<file path="src/rtl/bus_run_ctrl.sv">
// Shared-bus resolver with keeper and contention monitor, plus the run/halt/step
// controller that produces the global datapath clock enable.
module bus_run_ctrl #(
   parameter int WIDTH = 8,
   parameter int N_SRC = 6,
   parameter int CNT_W = 8
) (
   input  logic                   i_clk,
   input  logic                   i_reset,
   input  logic [N_SRC*WIDTH-1:0] i_srcData,
   input  logic [N_SRC-1:0]       i_srcNoe,
   input  logic                   i_hlt,
   input  logic                   i_button,
   input  logic                   i_stepMode,
   output logic [WIDTH-1:0]       o_bus,
   output logic                   o_busValid,
   output logic                   o_clkEn,
   output logic                   o_halted,
   output logic                   o_contention,
   output logic [CNT_W-1:0]       o_contentionCnt,
   output logic [N_SRC-1:0]       o_contentionSrc
);

   typedef enum logic [1:0] {RUN, HALTED, STEP} state_t;

   state_t             state_q;
   logic               halted_q;
   logic               btn_prev_q;
   logic [WIDTH-1:0]   keeper_q;
   logic               contention_q;
   logic [CNT_W-1:0]   cnt_q;
   logic [CNT_W-1:0]   cnt_d;
   logic [N_SRC-1:0]   src_q;

   logic [WIDTH-1:0]   bus_sel;
   logic               any_en;
   logic               multi_en;
   logic               clk_en;
   logic               btn_edge;

   // Lowest-index enabled source wins; the keeper holds the last driven value.
   always_comb begin
      bus_sel  = keeper_q;
      any_en   = 1'b0;
      multi_en = 1'b0;
      for (int k = 0; k < N_SRC; k++) begin
         if (!i_srcNoe[k]) begin
            if (any_en) begin
               multi_en = 1'b1;
            end else begin
               bus_sel = i_srcData[k*WIDTH +: WIDTH];
            end
            any_en = 1'b1;
         end
      end
   end

   // Combinational so the cycle that raises i_hlt is already not clocked.
   assign clk_en   = ((state_q == RUN) && !i_hlt) || (state_q == STEP);
   assign btn_edge = i_button && !btn_prev_q;
   assign cnt_d    = (&cnt_q) ? cnt_q : cnt_q + {{(CNT_W-1){1'b0}}, 1'b1};

   always_ff @(posedge i_clk) begin
      if (i_reset) begin
         state_q    <= RUN;
         halted_q   <= 1'b0;
         btn_prev_q <= 1'b0;
      end else begin
         btn_prev_q <= i_button;
         case (state_q)
            RUN: begin
               if (i_hlt) begin
                  state_q  <= HALTED;
                  halted_q <= 1'b1;
               end
            end
            HALTED: begin
               if (btn_edge) begin
                  state_q  <= i_stepMode ? STEP : RUN;
                  halted_q <= 1'b0;
               end
            end
            STEP: begin
               state_q  <= HALTED;
               halted_q <= 1'b1;
            end
            default: begin
               state_q  <= RUN;
               halted_q <= 1'b0;
            end
         endcase
      end
   end

   // Keeper tracks the bus whenever driven, even while the datapath is stalled.
   always_ff @(posedge i_clk) begin
      if (i_reset) begin
         keeper_q     <= '0;
         contention_q <= 1'b0;
         cnt_q        <= '0;
         src_q        <= '0;
      end else begin
         if (any_en) begin
            keeper_q <= bus_sel;
         end
         if (clk_en && multi_en) begin
            contention_q <= 1'b1;
            cnt_q        <= cnt_d;
            src_q        <= ~i_srcNoe;
         end
      end
   end

   assign o_bus           = bus_sel;
   assign o_busValid      = any_en;
   assign o_clkEn         = clk_en;
   assign o_halted        = halted_q;
   assign o_contention    = contention_q;
   assign o_contentionCnt = cnt_q;
   assign o_contentionSrc = src_q;

endmodule

</file>
<file path="config.mk">
export PLATFORM = sky130hd
export DESIGN_NAME = bus_run_ctrl
export DESIGN_NICKNAME = d
export VERILOG_FILES = /design/src/rtl/bus_run_ctrl.sv
export SDC_FILE = /design/constraint.sdc
export NUM_CORES = 1
export LEC_CHECK = 0
export CAP_MARGIN = 15
export CORE_ASPECT_RATIO = 1.25
export CORE_MARGIN = 2
export CORE_UTILIZATION = 30
export CTS_BUF_LIST = sky130_fd_sc_hd__clkbuf_8
export DETAILED_ROUTE_END_ITERATION = 16
export SLEW_MARGIN = 20
export SYNTH_ARGS = -nofsm -noshare
export SYNTH_HDL_FRONTEND = slang
export SYNTH_SLANG_ARGS = --single-unit
export TNS_END_PERCENT = 10
</file>
<file path="constraint.sdc">
create_clock -name i_clk -period 5.6 [get_ports i_clk]
set_clock_uncertainty 0.2 [all_clocks]
set_input_delay 1.68 -clock i_clk [delete_from_list [all_inputs] [get_ports i_clk]]
set_output_delay 1.68 -clock i_clk [all_outputs]
set_load 0.005 [all_outputs]
</file>
==> metrics.txt <==
# TYPE chip_impl_metric gauge
chip_impl_metric{name="globalplace.congestion",unit=""} 0.760
chip_impl_metric{name="synth_cells",unit=""} 216
chip_impl_metric{name="final-setup-viol-count",unit=""} 0
chip_impl_metric{name="cts.sinks",unit=""} 27
chip_impl_info{name="critical_path.cell_chain",value="clkdlybuf4s50_1, nand4_1, or3_1, buf_4, o22ai_1, a31oi_1, clkdlybuf4s50_1"} 1
chip_impl_metric{name="fmax",unit="GHz"} 0.182
chip_impl_metric{name="post-route-worst-setup-slack",unit="ns"} 0.115
chip_impl_info{name="cts_root_buf",value="clkbuf_8"} 1
chip_impl_info{name="synth_area_leaders",value="dfxtp_1 (31%), a21oi_1 (5.2%), nor2_1 (4.6%)"} 1
chip_impl_metric{name="start_util",unit="%"} 31.3
chip_impl_metric{name="timing.final.crit_period",unit="ns"} 5.49
chip_impl_metric{name="dieHeight",unit="um"} 88.6
chip_impl_metric{name="cellInternalPower",unit="uW"} 341
chip_impl_metric{name="synth_cell_type_count",unit=""} 51
chip_impl_info{name="cts_tree",value="done"} 1
chip_impl_metric{name="postSynthRegisterBits",unit=""} 27
chip_impl_metric{name="setup.reg_to_reg.worst_slack",unit="ns"} 3.46
chip_impl_metric{name="worst_path_largest_cell_delay",unit="ns"} 0.53
chip_impl_info{name="end_kind",value="primary output"} 1
chip_impl_metric{name="seq_power_share",unit="%"} 45.5
chip_impl_info{name="crit_slowest_cell",value="clkdlybuf4s50_1"} 1
chip_impl_metric{name="area_growth_syn_to_layout",unit="%"} 57.1
chip_impl_metric{name="tightestPinTransition",unit="ns"} 0.927
chip_impl_metric{name="drt_first_pass_iters",unit=""} 4
chip_impl_info{name="critPathLaunch",value="i_srcNoe[2]"} 1
chip_impl_metric{name="buffer_ports.inserted",unit=""} 84
chip_impl_metric{name="max-vdd-ir-drop",unit="uV"} 79.0
chip_impl_metric{name="leakage",unit="uW"} 0.000988
chip_impl_metric{name="drc_errors",unit=""} 0
chip_impl_metric{name="design_area",unit="um2"} 2700
chip_impl_metric{name="grt_antenna_before_repair",unit=""} 0
chip_impl_metric{name="clock_power_share",unit="%"} 23.5
chip_impl_metric{name="drv.max_cap_violation_count",unit=""} 0
chip_impl_info{name="synth_flop_cell",value="dfxtp_1"} 1
chip_impl_metric{name="final.period_utilization",unit="%"} 97.9
chip_impl_metric{name="avgRoutedWirePerCell",unit="um"} 14.3
chip_impl_metric{name="core_outline_area",unit="um2"} 5480
chip_impl_metric{name="setup_total_negative_slack",unit="ns"} 0
chip_impl_metric{name="cts_hold_buf",unit=""} 0
chip_impl_metric{name="hold_viol_final",unit=""} 0
chip_impl_metric{name="clock_latency",unit="ns"} 0.27
chip_impl_metric{name="detailedPlace.worstSlack",unit="ns"} 0.0994
chip_impl_metric{name="share_of_post_route_cells_with_drive_strength_above_1",unit="%"} 8.11
chip_impl_metric{name="placedInstanceArea",unit="um2"} 2640
chip_impl_metric{name="num-nets-final",unit=""} 357
chip_impl_metric{name="first_iter_violations",unit=""} 72
chip_impl_metric{name="insertedDiodeCount",unit=""} 0
chip_impl_info{name="worstSetupPathType",value="in2out"} 1
chip_impl_metric{name="reg2regPathDepth",unit=""} 4
chip_impl_metric{name="max-clock-path-buffers",unit=""} 2
chip_impl_metric{name="net-switching-power",unit="uW"} 118
chip_impl_info{name="outcome",value="completed"} 1
chip_impl_metric{name="htreeDepth",unit=""} 1
chip_impl_info{name="setup.worst_path.end",value="o_bus[6]"} 1
chip_impl_info{name="worstHoldPathType",value="reg2reg"} 1
chip_impl_metric{name="avgSynthCellArea",unit="um2"} 7.95
chip_impl_metric{name="dp.final_hpwl",unit="mm"} 3.92
chip_impl_info{name="startpoint_class",value="primary input"} 1
chip_impl_metric{name="worst_slew_margin_relative_to_its_limit",unit="%"} 38.2
chip_impl_metric{name="async_set_or_reset_register_ratio_after_synthesis",unit="%"} 0
chip_impl_info{name="cp_common_cell",value="clkdlybuf4s50_1"} 1
chip_impl_metric{name="cts_buffers",unit=""} 3
chip_impl_metric{name="first_pass_grt_wire_length",unit="mm"} 7.98
chip_impl_metric{name="routed_wirelength",unit="mm"} 5.13
chip_impl_metric{name="synth_fp_nets",unit=""} 276
chip_impl_metric{name="maximum_number_of_pins_on_one_net_before_global_route_repair",unit=""} 31
chip_impl_metric{name="first_global_vias",unit=""} 1754
chip_impl_metric{name="worstPathMaxFanout",unit=""} 20
chip_impl_metric{name="final_antenna_net_count",unit=""} 0
chip_impl_metric{name="die_w",unit="um"} 71.7
chip_impl_metric{name="worst-endpoint-required",unit="ns"} 3.72
chip_impl_metric{name="synth.top_cell.area_share",unit="%"} 31.5
chip_impl_info{name="critical_path.reg2reg.endpoint",value="o_contentionCnt[4]"} 1
chip_impl_metric{name="comb_power_share",unit="%"} 31.0
chip_impl_metric{name="groute.usage.overall",unit="%"} 15.8
chip_impl_metric{name="switching_share",unit="%"} 25.7
chip_impl_info{name="synthDominantAreaCellType",value="dfxtp_1"} 1
chip_impl_info{name="post-synth-top-count-cell",value="dfxtp_1"} 1
chip_impl_metric{name="yosysWarningCount",unit=""} 0
chip_impl_metric{name="via_count_of_the_routed_design",unit=""} 1906
chip_impl_metric{name="grt.overflow.total",unit=""} 0
chip_impl_metric{name="cellPowerDensity",unit="nW/um2"} 170
chip_impl_metric{name="timing_max_transition_violations_final",unit=""} 0
chip_impl_metric{name="placementRows",unit=""} 30
chip_impl_metric{name="fin_hold_ws",unit="ns"} 0.262
chip_impl_metric{name="die_area",unit="um2"} 6350
chip_impl_info{name="grt_setup_unrepaired",value="false"} 1
chip_impl_metric{name="summed_instance_area_of_the_synthesized_netlist",unit="um2"} 1720
chip_impl_metric{name="ios",unit=""} 85
chip_impl_metric{name="viasPerCell",unit=""} 5.29
chip_impl_info{name="post_synth_most_frequent_cells",value="dfxtp_1 (27), nor2_1 (21), a21oi_1 (18), nand3_1 (13), o21ai_0 (11)"} 1
chip_impl_metric{name="number_of_flops_mapped_to_enable_cells_by_yosys",unit=""} 0
chip_impl_info{name="regToRegStartpoint",value="state_q[1]"} 1
chip_impl_metric{name="ys_seq_area_share",unit="%"} 31.5
chip_impl_metric{name="clk_transition_reported_paths",unit="ns"} 0.09
chip_impl_metric{name="timing.critical_path.arrival",unit="ns"} 3.61
per-stage QoR:
stage,util [%],instances,power [uW]
after floorplan,-,216,274
after global placement,48.3,356,356
after detailed placement,48.2,356,356
after CTS,49.0,360,468
after global routing,49.2,360,484
final,49.2,360,459
power by group through the flow:
stage               logic [uW]  clock network, uW  registers [uW]
finish                     142                108             209
global route               155                119             210
CTS                        143                116             209
detailed placement         142                  0             214
global placement           142                  0             213
floorplan                 60.9                  0             213
kinds of logic (layout without fill, tap and decap cells):
| group | count (synthesis) | in the layout | share of synthesized area [%] |
|---|---|---|---|
| adders and majority gates | 1 | 1 | 0.729 |
| and+or+nand+nor | 89 | 89 | 29.7 |
| AOI/OAI and AO/OA | 74 | 74 | 30.0 |
| buffers and inverters | 22 | 102 | 6.19 |
| muxes | 3 | 3 | 1.97 |
| DFF | 27 | 27 | 31.5 |
registers in the layout, indices dropped and copies added, names as in the netlist:
name and count:
keeper_q 8, o_contentionCnt 8, o_contention 1, o_halted 1, o_contentionSrc 6, state_q 2
btn_prev_q 1
per-layer routing:
metal	part of all wire, %	track usage (%)
met3	7.5	4.33
met5	0	0
met2	48	28.3
met4	1.2	4.63
met1	43	18.5
critical path: cells and delay by family:
family	cells	cell delay (ns)
AO/OA/AOI/OAI	2	0.25
buffers and inverters	3	1.20
AND/OR/NAND/NOR	2	0.48
area by class of cell:
class                           count  area [um2]
Clock inverter                      1        3.75
Sequential cell                    27         541
Clock buffer                        3        41.3
Tap cell                           64        80.1
Inverter                            4        15.0
Timing Repair Buffer               94         938
Multi-Input combinational cell    167        1080
Fill cell                         574        2780
layout by cell type, fill, tap and decap left out, types with 2 or more instances in the layout:
cell type        netlist  layout
a211oi_1               6       6
a21oi_1               18      18
a31oi_1                2       2
a32oi_1                6       5
and3_1                 3       2
and3b_1                6       6
buf_12                 0       2
buf_4                  3       8
clkbuf_8               0       3
clkdlybuf4s50_1        0      82
dfxtp_1               27      27
inv_1                  4       5
mux2_2                 3       3
nand2_1                5       5
nand2b_1               9       9
nand3_1               13      13
nand3b_1               3       3
nand4_1                2       2
nor2_1                21      21
nor2b_1                7       7
nor3_1                 2       2
nor4_1                 3       3
o21ai_0               11      10
o21ai_1                6       7
o22a_1                 6       6
o22ai_1                2       2
o31ai_1                4       4
or3_1                  6       6
or4_1                  3       3
worst min path at each step:
stage,cells past startpoint,to,from
6_report,2,o_halted,o_halted
5_1_grt,2,o_halted,o_halted
4_1_cts,2,o_halted,o_halted
3_5_place_dp,2,o_halted,o_halted
3_3_place_gp,2,o_halted,o_halted
2_1_floorplan,2,o_halted,o_halted
timing repair:
| item | CTS | global route |
|---|---|---|
| hold endpoints to repair | 0 | 0 |
| setup endpoints to repair | 0 | 3 |
| setup buffers | 0 | 0 |
| resized for setup | 0 | 4 |
Power figures use the tool's default switching activity.
